<file path="src/rtl/nco_pkg.sv">
// Shared definitions for the NCO sweep controller: width defaults, FSM state
// encoding and the quarter-turn phase constant for a 28-bit phase accumulator.
package nco_pkg;

  localparam int FW_DEFAULT = 28;
  localparam int DW_DEFAULT = 16;

  // 2^26: a 90 degree offset for a 28-bit phase word.
  localparam logic [27:0] PHASE_90 = 28'd67108864;

  typedef enum logic [1:0] {
    ST_IDLE = 2'd0,
    ST_UP   = 2'd1,
    ST_DOWN = 2'd2,
    ST_DONE = 2'd3
  } state_e;

endpackage

</file>
<file path="src/rtl/nco_dwell_cnt.sv">
// Dwell counter: loads a hold time, counts down to zero and flags the
// terminal count. The last cycle of a dwell is the cycle where tc_o is high.
module nco_dwell_cnt #(
  parameter int DW = 16
) (
  input  logic          clk,
  input  logic          rst_n,
  input  logic          load_i,
  input  logic          en_i,
  input  logic [DW-1:0] load_val_i,
  output logic          tc_o
);

  logic [DW-1:0] cnt_q;

  // Down-counter; load wins over decrement.
  // NOTE: sequential state uses non-blocking (<=) so every flop samples pre-edge values.
  always_ff @(posedge clk or negedge rst_n) begin
    if (!rst_n) begin
      cnt_q <= '0;
    end else if (load_i) begin
      cnt_q <= load_val_i;
    end else if (en_i) begin
      cnt_q <= cnt_q - DW'(1);
    end
  end

  assign tc_o = (cnt_q == '0);

endmodule

</file>
<file path="src/rtl/nco_sweep_ctrl.sv">
// Frequency sweep controller driving an NCO's frequency and phase words.
// Sawtooth sweep by default; define NCO_SWEEP_TRIANGLE_EN to add the DOWN
// state and make cfg_tri select a triangle sweep.
module nco_sweep_ctrl
  import nco_pkg::*;
#(
  parameter int FW = FW_DEFAULT,
  parameter int DW = DW_DEFAULT
) (
  input  logic          clk,
  input  logic          rst_n,
  input  logic          start,
  input  logic          abort,
  input  logic [FW-1:0] cfg_f_start,
  input  logic [FW-1:0] cfg_f_stop,
  input  logic [FW-1:0] cfg_f_step,
  input  logic [DW-1:0] cfg_dwell,
  input  logic [FW-1:0] cfg_pha,
  input  logic          cfg_repeat,
  input  logic          cfg_tri,
  output logic [FW-1:0] fre_chtr,
  output logic [FW-1:0] pha_chtr,
  output logic          busy,
  output logic          step_stb,
  output logic          done
);

  state_e        state_q;
  logic [FW-1:0] fre_q, pha_q;
  logic [FW-1:0] f_start_q, f_stop_q, f_step_q;
  logic [DW-1:0] dwell_q;
  logic          repeat_q;
  logic          busy_q, stb_q, done_q;

  logic [FW:0]   up_sum, dn_diff;
  logic          up_over, dn_under, turn_down;
  logic          sweeping, dwell_tc, dwell_end, start_ok;
  logic [DW-1:0] dwell_load_val;

  // One extra bit exposes carry/borrow so the word never wraps.
  assign up_sum   = {1'b0, fre_q} + {1'b0, f_step_q};
  assign up_over  = up_sum[FW] || (up_sum[FW-1:0] > f_stop_q);
  assign dn_diff  = {1'b0, fre_q} - {1'b0, f_step_q};
  assign dn_under = dn_diff[FW] || (dn_diff[FW-1:0] < f_start_q);

`ifdef NCO_SWEEP_TRIANGLE_EN
  logic tri_q;
  assign turn_down = tri_q;
`else
  // Sawtooth-only build: the triangle select is deliberately ignored.
  logic unused_tri;
  assign unused_tri = cfg_tri;
  assign turn_down  = 1'b0;
`endif

  assign sweeping       = (state_q == ST_UP) || (state_q == ST_DOWN);
  assign dwell_end      = sweeping && dwell_tc;
  assign start_ok       = (state_q == ST_IDLE) && start && !abort;
  assign dwell_load_val = (state_q == ST_IDLE) ? cfg_dwell : dwell_q;

  nco_dwell_cnt #(.DW(DW)) u_dwell (
    .clk        (clk),
    .rst_n      (rst_n),
    .load_i     (start_ok || dwell_end),
    .en_i       (sweeping && !dwell_tc),
    .load_val_i (dwell_load_val),
    .tc_o       (dwell_tc)
  );

  // Sweep FSM with registered outputs; abort overrides every transition.
  always_ff @(posedge clk or negedge rst_n) begin
    if (!rst_n) begin
      // NOTE: the shadow config is ordinary flops, so it is cleared by reset like all other state.
      state_q   <= ST_IDLE;
      fre_q     <= '0;
      pha_q     <= '0;
      f_start_q <= '0;
      f_stop_q  <= '0;
      f_step_q  <= '0;
      dwell_q   <= '0;
      repeat_q  <= 1'b0;
`ifdef NCO_SWEEP_TRIANGLE_EN
      tri_q     <= 1'b0;
`endif
      busy_q    <= 1'b0;
      stb_q     <= 1'b0;
      done_q    <= 1'b0;
    end else begin
      stb_q  <= 1'b0;
      done_q <= 1'b0;
      if (abort) begin
        state_q <= ST_IDLE;
        busy_q  <= 1'b0;
      end else begin
        case (state_q)
          ST_IDLE: begin
            if (start) begin
              f_start_q <= cfg_f_start;
              f_stop_q  <= cfg_f_stop;
              f_step_q  <= cfg_f_step;
              dwell_q   <= cfg_dwell;
              repeat_q  <= cfg_repeat;
`ifdef NCO_SWEEP_TRIANGLE_EN
              tri_q     <= cfg_tri;
`endif
              fre_q     <= cfg_f_start;
              pha_q     <= cfg_pha;
              busy_q    <= 1'b1;
              stb_q     <= 1'b1;
              state_q   <= ST_UP;
            end
          end
          ST_UP: begin
            // A zero step parks on f_start until aborted.
            if (dwell_end && (f_step_q != '0)) begin
              if (!up_over) begin
                fre_q <= up_sum[FW-1:0];
                stb_q <= 1'b1;
              end else if (turn_down) begin
                // Turn at the top without repeating the top frequency.
                state_q <= ST_DOWN;
                if (!dn_under) begin
                  fre_q <= dn_diff[FW-1:0];
                  stb_q <= 1'b1;
                end
              end else if (repeat_q) begin
                fre_q <= f_start_q;
                stb_q <= 1'b1;
              end else begin
                state_q <= ST_DONE;
                done_q  <= 1'b1;
              end
            end
          end
`ifdef NCO_SWEEP_TRIANGLE_EN
          ST_DOWN: begin
            if (dwell_end) begin
              if (!dn_under) begin
                fre_q <= dn_diff[FW-1:0];
                stb_q <= 1'b1;
              end else if (repeat_q) begin
                // Turn at the bottom without repeating f_start.
                state_q <= ST_UP;
                if (!up_over) begin
                  fre_q <= up_sum[FW-1:0];
                  stb_q <= 1'b1;
                end
              end else begin
                state_q <= ST_DONE;
                done_q  <= 1'b1;
              end
            end
          end
`endif
          ST_DONE: begin
            state_q <= ST_IDLE;
            busy_q  <= 1'b0;
          end
          default: begin
            state_q <= ST_IDLE;
            busy_q  <= 1'b0;
          end
        endcase
      end
    end
  end

  assign fre_chtr = fre_q;
  assign pha_chtr = pha_q;
  assign busy     = busy_q;
  assign step_stb = stb_q;
  assign done     = done_q;

endmodule

</file>
<file path="config.mk">
export PLATFORM = sky130hd
export DESIGN_NAME = nco_sweep_ctrl
export DESIGN_NICKNAME = d
export VERILOG_FILES = /design/src/rtl/nco_pkg.sv /design/src/rtl/nco_dwell_cnt.sv /design/src/rtl/nco_sweep_ctrl.sv
export SDC_FILE = /design/constraint.sdc
export NUM_CORES = 1
export LEC_CHECK = 0
export BUFFER_PORTS_ARGS = -buffer_cell sky130_fd_sc_hd__buf_2
export CELL_PAD_IN_SITES_DETAIL_PLACEMENT = 1
export CELL_PAD_IN_SITES_GLOBAL_PLACEMENT = 2
export CORE_MARGIN = 4
export CORE_UTILIZATION = 36
export DETAILED_ROUTE_END_ITERATION = 6
export PLACE_DENSITY_LB_ADDON = 0.1
export SLEW_MARGIN = 0
export SYNTH_ARGS = -nofsm -noshare
export SYNTH_HDL_FRONTEND = slang
export SYNTH_SLANG_ARGS = --single-unit
</file>
<file path="constraint.sdc">
create_clock -name clk -period 9.95 [get_ports clk]
set_input_delay 1.4925 -clock clk [delete_from_list [all_inputs] [get_ports clk]]
set_output_delay 1.4925 -clock clk [all_outputs]
set_load 0.01 [all_outputs]
</file>
==> out/metrics.cfg, run 1 <==
[run_status]
outcome=complete, no violations

[critical_path]
crit_arrival_ns=6.75
startpoint_type=register
reg2reg_slack_ns=3.53
path_class=register to register
crit_fanout=28
worstPathRequired_ns=10.27
timing.rr.start=fre_chtr[0]$_DFFE_PN0P_
rr_worst_depth=19
regToRegEndpoint=fre_chtr[1]$_DFFE_PN0P_
endpoint_kind=register

[floorplanning]
core_area_mm2=0.0287
die_h_um=178
row_count=62
pin_count=193
die_area_mm2=0.0318
die_w_um=178
initial_core_util_pct=36.4

[placed_design]
gp_congestion=0.833
place.port_buffers=191
placed_area_mm2=0.0117
hpwl_um=25100

[drt]
drt_iter0_markers=370
firstDrtPassIters=6
viasPerCell=5.21
route.detailed.drc=0
detail-route-antenna-nets=0
vias=9389
wirelength_um=34000
wl_per_cell_um=18.8

[synth]
ys_ff_latch=178
synthAdderAreaFrac_pct=7.49
synth_most_common_cell=nand2_1
synthTopCellsByCount=nand2_1 (380), dfrtp_1 (178), o21ai_0 (97)
yosysTopAreaCell=dfrtp_1
synth_fp_nets=1443
synth_top_area_share_pct=42.6
netlist_area_mm2=0.0105
avgSynthCellArea_um2=8.38
synthSimpleGateAreaFrac_pct=23.4
synthMuxAreaShare_pct=4.36
synth_top_family_by_area=simple AND/OR/NAND/NOR gates
synth_edf_count=0
synth_flop_cell=dfrtp_1
synth_compound_area_share_pct=16.0
synth.distinct_cells=67
seq_area_frac_synth_pct=42.6
netlist_instances=1247
ys_async_sr_fraction_pct=100
synth_top_cells_by_area=dfrtp_1 (43%), nand2_1 (14%), ha_1 (7.3%)
synth-xor-area-share_pct=2.01
ys.warnings.count=0

[hold_path]
holdPathStages=2
hold_path_class=register to register
min_from=f_start_q[13]$_DFFE_PN0P_
hold_end=f_start_q[13]$_DFFE_PN0P_

[global_routing]
grt-ovfl-total=0
antenna_found_initial=5
grt_max_degree=79
grt_pass1_wl_um=54000
grt_pass1_vias=9716
grtUsageTotal_pct=21.5

[cts]
cts.sinks=178
post_cts_resize_count=0
numCtsBuffers=17
cts.htree.levels=4
cts_tree=done
cts_setup_buffers=0
cts_buffer_depth=2
path_clk_slew_ns=0.08
root_buffer=clkbuf_16
postCtsHoldBufs=0
clkLatencyLatePin_ns=0.44

[timing]
fmax_mhz=156
hold_viol_final=0
fin_tns_setup_ns=0
hold_slack_ns=0.469
rsz0062_at_grt=false
setup_viol=0
fin_worst_skew_ns=0.0144
fin_crit_sh_pct=64.5
finalCriticalPeriod_ns=6.42
slew_viol_final=0
slew_headroom_pct=30.5
worst_pin_slew_ns=1.04

[cells_and_area]
design_area_mm2=0.0123
nNetsFinal=1602
syn2layout_area_growth_pct=18.0
diodes=0
drive_gt1_share_pct=19.5

[flow_run]
maxCapViolCount=0

-- per-stage QoR --
stage	cells	utilization (%)	worst slack, ns
6_report	1803	43.0	3.53
5_1_grt	1803	43.0	3.20
4_1_cts	1803	43.0	3.52
3_5_place_dp	1771	40.9	3.57
3_3_place_gp	1771	40.9	3.68
2_1_floorplan	1247	-	5.31
-- registers in the layout, indices dropped and copies added (netlist names), 2 cells and up --
register	flops
fre_chtr	28
u_dwell.cnt_q	16
dwell_q	16
pha_chtr	28
state_q	2
f_stop_q	28
f_start_q	28
f_step_q	28
-- worst max-delay path, cell delays in order (launching register included) --
cell	delay, ns
dfrtp_1	0.40
ha_1	0.23
fa_1	0.42
a21o_1	0.23
a221oi_1	0.59
o21ai_0	0.33
a21oi_1	0.38
o21ai_0	0.18
xor2_1	0.39
ha_1	0.24
nand4_1	0.19
nor4_1	0.61
o21ai_0	0.18
a21oi_1	0.29
o21a_1	0.16
buf_4	0.34
nor2_8	0.09
o21ai_4	0.14
buf_4	0.46
mux2_2	0.40
-- how the worst max path moves through the flow --
stage                            start                        to  slack (ns)  cells past startpoint
6_report       fre_chtr[0]$_DFFE_PN0P_   fre_chtr[1]$_DFFE_PN0P_        3.53                     19
5_1_grt        fre_chtr[0]$_DFFE_PN0P_  fre_chtr[17]$_DFFE_PN0P_        3.20                     19
4_1_cts        f_step_q[0]$_DFFE_PN0P_   fre_chtr[1]$_DFFE_PN0P_        3.52                     19
3_5_place_dp   f_step_q[0]$_DFFE_PN0P_   fre_chtr[1]$_DFFE_PN0P_        3.57                     19
3_3_place_gp   f_step_q[0]$_DFFE_PN0P_   fre_chtr[1]$_DFFE_PN0P_        3.68                     19
2_1_floorplan  fre_chtr[0]$_DFFE_PN0P_  fre_chtr[12]$_DFFE_PN0P_        5.31                     18
-- metal layers --
layer | share of wire (%) | global-route usage, % | vias up
li1 | - | - | 4598
met1 | 47 | 29.4 | 4571
met2 | 47 | 34.9 | 172
met3 | 4.9 | 5.09 | 38
met4 | 1.5 | 4.92 | 10
met5 | 0.22 | 0 | -
-- area by class of cell --
class                           count  area [um2]
Clock buffer                       17         425
Clock inverter                     15         173
Fill cell                        3465       16400
Inverter                           44         165
Multi-Input combinational cell    962        5590
Sequential cell                   178        4450
Tap cell                          384         480
Timing Repair Buffer              203        1050
-- cells by family after synthesis --
logic type / count (synthesis)
adder cells (fa/ha/maj): 62
multiplexers: 37
AO/OA/AOI/OAI: 273
AND/OR/NAND/NOR: 566
XOR/XNOR: 24
buffers and inverters: 107
flip-flops: 178
-- cells in the final DEF, fill, tap and decap left out, types with 12 or more instances in the layout --
cell type and n:
a31oi_1 26, mux2_2 12, mux2_4 14, nand3_1 37, a21oi_1 70, nor3_1 14
buf_2 190, a21o_1 12, nor2_1 60, inv_1 44, clkbuf_16 17, o21ai_0 96
dfrtp_1 178, buf_4 12, ha_1 60, xnor2_1 17, nand2_1 380
Power of run 1 is left out: the tool's default activity adds up to more than one toggle a clock period on the data nets, which glitch-free logic cannot reach.
==> run 2, diff against run 1 <==
- ABC_AREA: unset -> 1
- CORE_UTILIZATION: 36 -> 28
- clock period: 9.95 -> 5.7 ns (I/O delays scaled with it)
==> out/metrics.cfg, run 2 <==
[timing]
worst_slack_ns=0.997  ; -2.53 ns
slew_viol_final=0  ; unchanged
fmax_mhz=213  ; +37%
setup_viol=0  ; unchanged
finalCriticalPeriod_ns=4.70  ; -1.72 ns
slew_headroom_pct=33.0  ; +2.6 points
worst_pin_slew_ns=1.00  ; -0.0345 ns
hold_viol_final=0  ; unchanged
fin_worst_skew_ns=0.0133  ; -0.00113 ns
rsz0062_at_grt=false
fin_tns_setup_ns=0  ; unchanged
fin_crit_sh_pct=82.5  ; +18 points

[cells_and_area]
layout.cells.most_common_list=nand2_1 (730), inv_1 (193), buf_2 (190)
layout_commonest_cell=nand2_1
final_cells=2307  ; +28%
drive_gt1_share_pct=14.4  ; -5.1 points
syn2layout_area_growth_pct=18.5
nNetsFinal=1971  ; +23%
utilization_pct=33.7  ; -9.3 points

[cts]
cts_tree=done
postCtsHoldBufs=0  ; unchanged
cts.htree.levels=4  ; unchanged
cts_buffer_depth=2  ; unchanged
cts_setup_buffers=0  ; unchanged
clkLatencyLatePin_ns=0.45  ; about the same
path_clk_slew_ns=0.07  ; about the same
root_buffer=clkbuf_16
post_cts_resize_count=0  ; unchanged
cts.sinks=178  ; unchanged
numCtsBuffers=17  ; unchanged

[synth]
synth_top_cells_by_area=dfrtp_1 (40%), nand2_1 (25%), ha_1 (6.9%)
netlist_instances=1606  ; +29%
synth_flop_cell=dfrtp_1
synthTopCellsByCount=nand2_1 (730), inv_1 (193), dfrtp_1 (178)
synth_fp_nets=1802  ; +25%
synth_edf_count=0  ; unchanged
synth.distinct_cells=40  ; -40%
ys_ff_latch=178  ; unchanged
seq_area_frac_synth_pct=40.2  ; -2.4 points
ys_async_sr_fraction_pct=100  ; unchanged
synth_most_common_cell=nand2_1
synth_top_area_share_pct=40.2  ; -2.4 points
netlist_area_mm2=0.0111  ; +6.0%
avgSynthCellArea_um2=6.90  ; -18%
ys.warnings.count=0  ; unchanged
yosysTopAreaCell=dfrtp_1

[critical_path]
crit_path_start=f_step_q[2]$_DFFE_PN0P_
crit_arrival_ns=5.09  ; -1.66 ns
cp_slowest_cell=dfrtp_1
crit_fanout=30  ; +7.1%
endpoint_kind=register
cpPeakStageDelay_ns=0.44  ; -0.17 ns
cpMostUsedCell=nand2_1
worstPathRequired_ns=6.09  ; -4.18 ns
timing.rr.start=f_step_q[2]$_DFFE_PN0P_
startpoint_type=register
path_class=register to register

[placed_design]
place.port_buffers=191  ; unchanged
dp_cells=2274  ; +28%
gp_congestion=0.812  ; -2.5%
hpwl_um=28600  ; +14%
post-place-ws_ns=0.996  ; -2.58 ns

[pwr]
power.total_mw=9.08
ir_worst_vdd_v=0.000358
leakagePower_nw=7.37
p_per_area_mw_per_mm2=691

[floorplanning]
die_h_um=207  ; +16%
die_area_mm2=0.0428  ; +35%
initial_core_util_pct=28.5  ; -7.9 points
pin_count=193  ; unchanged
row_count=72  ; +16%
die_w_um=207  ; +16%
core_area_mm2=0.0389  ; +36%

[hold_path]
hold_path_class=input pin to async pin

[flow_run]
maxCapViolCount=0  ; unchanged

[global_routing]
grt_max_degree=102  ; +29%
grt-ovfl-total=0  ; unchanged
grt_pass1_vias=11000  ; +13%
grtUsageTotal_pct=18.3  ; -3.3 points
antenna_found_initial=6  ; +1
grt_pass1_wl_um=60900  ; +13%

[run_status]
outcome=complete, no violations

[drt]
vias=10400  ; +11%
route.detailed.drc=0  ; unchanged
viasPerCell=4.53  ; -13%
wirelength_um=38200  ; +12%
firstDrtPassIters=5  ; -1
detail-route-antenna-nets=0  ; unchanged
wl_per_cell_um=16.5  ; -12%
drt_iter0_markers=387  ; +4.6%

[run 2: cell count changes after synthesis, moves of 19 or more]
cell and change:
inv_1 +149, a21oi_1 -39, nand2_1 +350, nand3_1 +51
a31oi_1 -19
[run 2: area by class of cell]
class / count / area [um2]
inverter: 201 / 754
timing repair buffer: 202 / 1050
tap: 518 / 648
clock inverter: 12 / 148
sequential: 178 / 4450
multi-input combinational: 1175 / 5630
fill: 5054 / 25800
clock buffer: 18 / 439
antenna: 3 / 7.51
[run 2: cell families after synthesis]
logic type	synth area share [%]
AOI/OAI and AO/OA	7.11
xor gates and xnor gates	1.34
adders and majority gates	7.07
buffers and inverters	9.02
DFF	40.2
and+or+nand+nor	35.3
[run 2: layer usage]
| metal | routed length [um] | share of wire (%) | track usage [%] | vias to the layer above |
|---|---|---|---|---|
| met5 | 49 | 0.13 | 0 | - |
| met4 | 341 | 0.89 | 3.38 | 8 |
| met3 | 1660 | 4.4 | 4.58 | 27 |
| met2 | 18000 | 47 | 30.8 | 142 |
| met1 | 18100 | 47 | 24.2 | 4947 |
| li1 | - | - | - | 5318 |
[run 2: report_power, final]
group | internal [mW] | total (mW) | switching (mW)
Combinational | 1.85 | 5.61 | 3.76
Clock | 0.663 | 1.22 | 0.561
Sequential | 1.85 | 2.24 | 0.396
Total | 4.36 | 9.08 | 4.72
[run 2: worst paths after layout]
path,to,slack [ns],cells after the start
max in group asynchronous,dwell_q[10]$_DFFE_PN0P_,4.01,2
max reg2reg,fre_chtr[15]$_DFFE_PN0P_,1.0,26
min reg2reg,pha_chtr[4]$_DFFE_PN0P_,0.47,2
min,f_step_q[13]$_DFFE_PN0P_,0.46,1
max,fre_chtr[15]$_DFFE_PN0P_,1.0,26
min in group clk,pha_chtr[4]$_DFFE_PN0P_,0.47,2
[run 2: critical path, delay by kind of cell (launching register included)]
family | cells | cell delay, ns
buffers and inverters | 2 | 0.42
AOI/OAI and AO/OA | 1 | 0.12
DFF | 1 | 0.44
and+or+nand+nor | 21 | 2.92
adders and majority gates | 2 | 0.72
[run 2: through the flow]
step                      cell area [um2]  hold slack, ns
final                               13100           0.463
after CTS                           13100           0.477
after detailed placement            12500           0.457
after global routing                13100           0.498
after floorplan                     11100           0.442
after global placement              12500           0.449
Note: power is estimated with default switching activity, not from simulation.
==> run 3, diff against run 2 <==
- CORE_UTILIZATION: 28 -> 31
- clock period: 5.7 -> 4.8 ns (I/O delays scaled with it)
==> out/metrics.cfg, run 3 (synthesized netlist as in run 2, its figures left out) <==
[critical_path]
rr_worst_depth=26  ; unchanged
timing.rr.start=f_step_q[2]$_DFFE_PN0P_
startpoint_type=register
regToRegEndpoint=fre_chtr[5]$_DFFE_PN0P_
endpoint_kind=register
path_class=register to register
crit_arrival_ns=4.67  ; -0.42 ns
worstPathRequired_ns=5.14  ; -0.95 ns
crit_fanout=28  ; -6.7%
reg2reg_slack_ns=0.47  ; -0.53 ns

[timing]
fin_worst_skew_ns=0.0175  ; +0.00427 ns
slew_headroom_pct=35.6  ; +2.5 points
setup_viol=0  ; unchanged
fin_crit_sh_pct=90.3  ; +7.8 points
hold_viol_final=0  ; unchanged
fmax_mhz=231  ; +8.5%
worst_pin_slew_ns=0.966  ; -0.0382 ns
fin_tns_setup_ns=0  ; unchanged
rsz0062_at_grt=false
slew_viol_final=0  ; unchanged
finalCriticalPeriod_ns=4.33  ; -0.369 ns

[cts]
postCtsHoldBufs=0  ; unchanged
cts.htree.levels=4  ; unchanged
root_buffer=clkbuf_16
numCtsBuffers=17  ; unchanged
path_clk_slew_ns=0.07  ; about the same
cts_setup_buffers=0  ; unchanged
cts_tree=done
cts.sinks=178  ; unchanged
post_cts_resize_count=0  ; unchanged
clkLatencyLatePin_ns=0.46  ; about the same
cts_buffer_depth=2  ; unchanged

[pwr]
pwr-share-seq_pct=24.6  ; about the same
switching_power_mw=5.54  ; +17%
power.total_mw=10.8  ; +19%
swShare_pct=51.3  ; -0.63 points
leakagePower_nw=7.39  ; +0.23%
p_per_area_mw_per_mm2=825  ; +19%
pwr-share-comb_pct=61.9  ; about the same
p_clk_share_pct=13.6  ; about the same
ir_worst_vdd_v=0.000431  ; +20%
p_int_mw=5.26  ; +20%

[floorplanning]
die_w_um=197  ; -4.8%
core_area_mm2=0.0349  ; -10%
die_area_mm2=0.0388  ; -9.3%
pin_count=193  ; unchanged
die_h_um=197  ; -4.8%
initial_core_util_pct=31.8  ; +3.3 points
row_count=68  ; -5.6%

[cells_and_area]
layout_commonest_cell=nand2_1
drive_gt1_share_pct=14.3  ; -0.064 points
nNetsFinal=1972  ; +0.051%
syn2layout_area_growth_pct=18.0
layout.cells.most_common_list=nand2_1 (730), inv_1 (193), buf_2 (190)
n_fill_cell=4521  ; -11%

[hold_path]
hold_path_class=input pin to async pin

[placed_design]
hpwl_um=27800  ; -2.9%
place.port_buffers=191  ; unchanged
gp_congestion=0.855  ; +5.3%

[drt]
drt_iter0_markers=398  ; +2.8%
wl_per_cell_um=16.6  ; +0.42%
detail-route-antenna-nets=0  ; unchanged
vias=10500  ; +0.96%
wirelength_um=37300  ; -2.3%
viasPerCell=4.70  ; +3.7%
route.detailed.drc=0  ; unchanged
firstDrtPassIters=6  ; +1

[run_status]
outcome=complete, no violations

[global_routing]
grtUsageTotal_pct=19.7  ; +1.4 points
grt-ovfl-total=0  ; unchanged
grt_max_degree=106  ; +3.9%
grt_pass1_wl_um=61000  ; +0.23%
grt_pass1_vias=11200  ; +2.3%
antenna_found_initial=7  ; +1

[flow_run]
maxCapViolCount=0  ; unchanged

-- run 3: power by group through the flow --
stage,logic (mW),registers (mW),clock network [mW]
detailed placement,6.80,2.69,0
floorplan,4.61,2.64,0
CTS,6.84,2.67,1.51
finish,6.68,2.65,1.46
global placement,6.62,2.67,0
global route,7.74,2.75,1.57
-- run 3: final cells by class --
| cell class | count | area (um2) | area share (%) |
|---|---|---|---|
| Timing Repair Buffer | 203 | 1080 | 8.26 |
| Multi-Input combinational cell | 1175 | 5630 | 43.1 |
| Sequential cell | 178 | 4450 | 34.1 |
| Inverter | 201 | 754 | 5.77 |
| Antenna cell | 3 | 7.51 | 0.0574 |
| Clock buffer | 20 | 447 | 3.41 |
| Clock inverter | 10 | 135 | 1.03 |
| Tap cell | 455 | 569 | 4.35 |
-- run 3: worst max path at each step --
stage                                to  slack (ns)               startpoint  cells after the start
6_report        fre_chtr[5]$_DFFE_PN0P_        0.47  f_step_q[2]$_DFFE_PN0P_                     26
5_1_grt         fre_chtr[8]$_DFFE_PN0P_        0.02  f_step_q[7]$_DFFE_PN0P_                     25
4_1_cts         fre_chtr[5]$_DFFE_PN0P_        0.36  fre_chtr[6]$_DFFE_PN0P_                     24
3_5_place_dp    fre_chtr[5]$_DFFE_PN0P_        0.38  f_step_q[7]$_DFFE_PN0P_                     24
3_3_place_gp    fre_chtr[8]$_DFFE_PN0P_        0.50  fre_chtr[6]$_DFFE_PN0P_                     24
2_1_floorplan  fre_chtr[16]$_DFFE_PN0P_        1.51  fre_chtr[0]$_DFFE_PN0P_                     24
-- run 3: metrics by stage --
| step | util (%) | instance area (um2) | worst slack [ns] | hold slack (ns) | instances |
|---|---|---|---|---|---|
| floorplan | - | 11100 | 1.51 | 0.424 | 1606 |
| global placement | 35.8 | 12500 | 0.496 | 0.449 | 2212 |
| finish | 37.5 | 13100 | 0.466 | 0.355 | 2245 |
| detailed placement | 35.8 | 12500 | 0.384 | 0.454 | 2212 |
| global route | 37.5 | 13100 | 0.0151 | 0.425 | 2243 |
| CTS | 37.5 | 13100 | 0.359 | 0.394 | 2242 |
-- run 3: routing by layer --
layer,global-route usage (%),vias up,wire length (um)
li1,-,5328,-
met1,26.2,5032,17600
met2,33.3,144,17600
met3,4.67,30,1720
met4,3.70,8,296
met5,0,-,54
-- run 3: critical path: stages (launching register included) --
cell and delay (ns):
dfrtp_1 0.42, ha_1 0.43, nand2_1 0.11, nand3_1 0.21, nand2_1 0.08, nand2_1 0.18, nand2_1 0.08, nand2_1 0.14
nand2_1 0.12, nand2_1 0.09, nand2_1 0.05, nand2_1 0.09, inv_1 0.05, ha_1 0.29, nand2_1 0.08, nor2_1 0.14
nand2_1 0.13, nor2_1 0.25, nand3_1 0.14, nand2_1 0.15, nand2_4 0.18, nand2_4 0.16, nand2_4 0.06, nand2_2 0.09
nand2_4 0.24, nand2_1 0.16, nand2_1 0.06
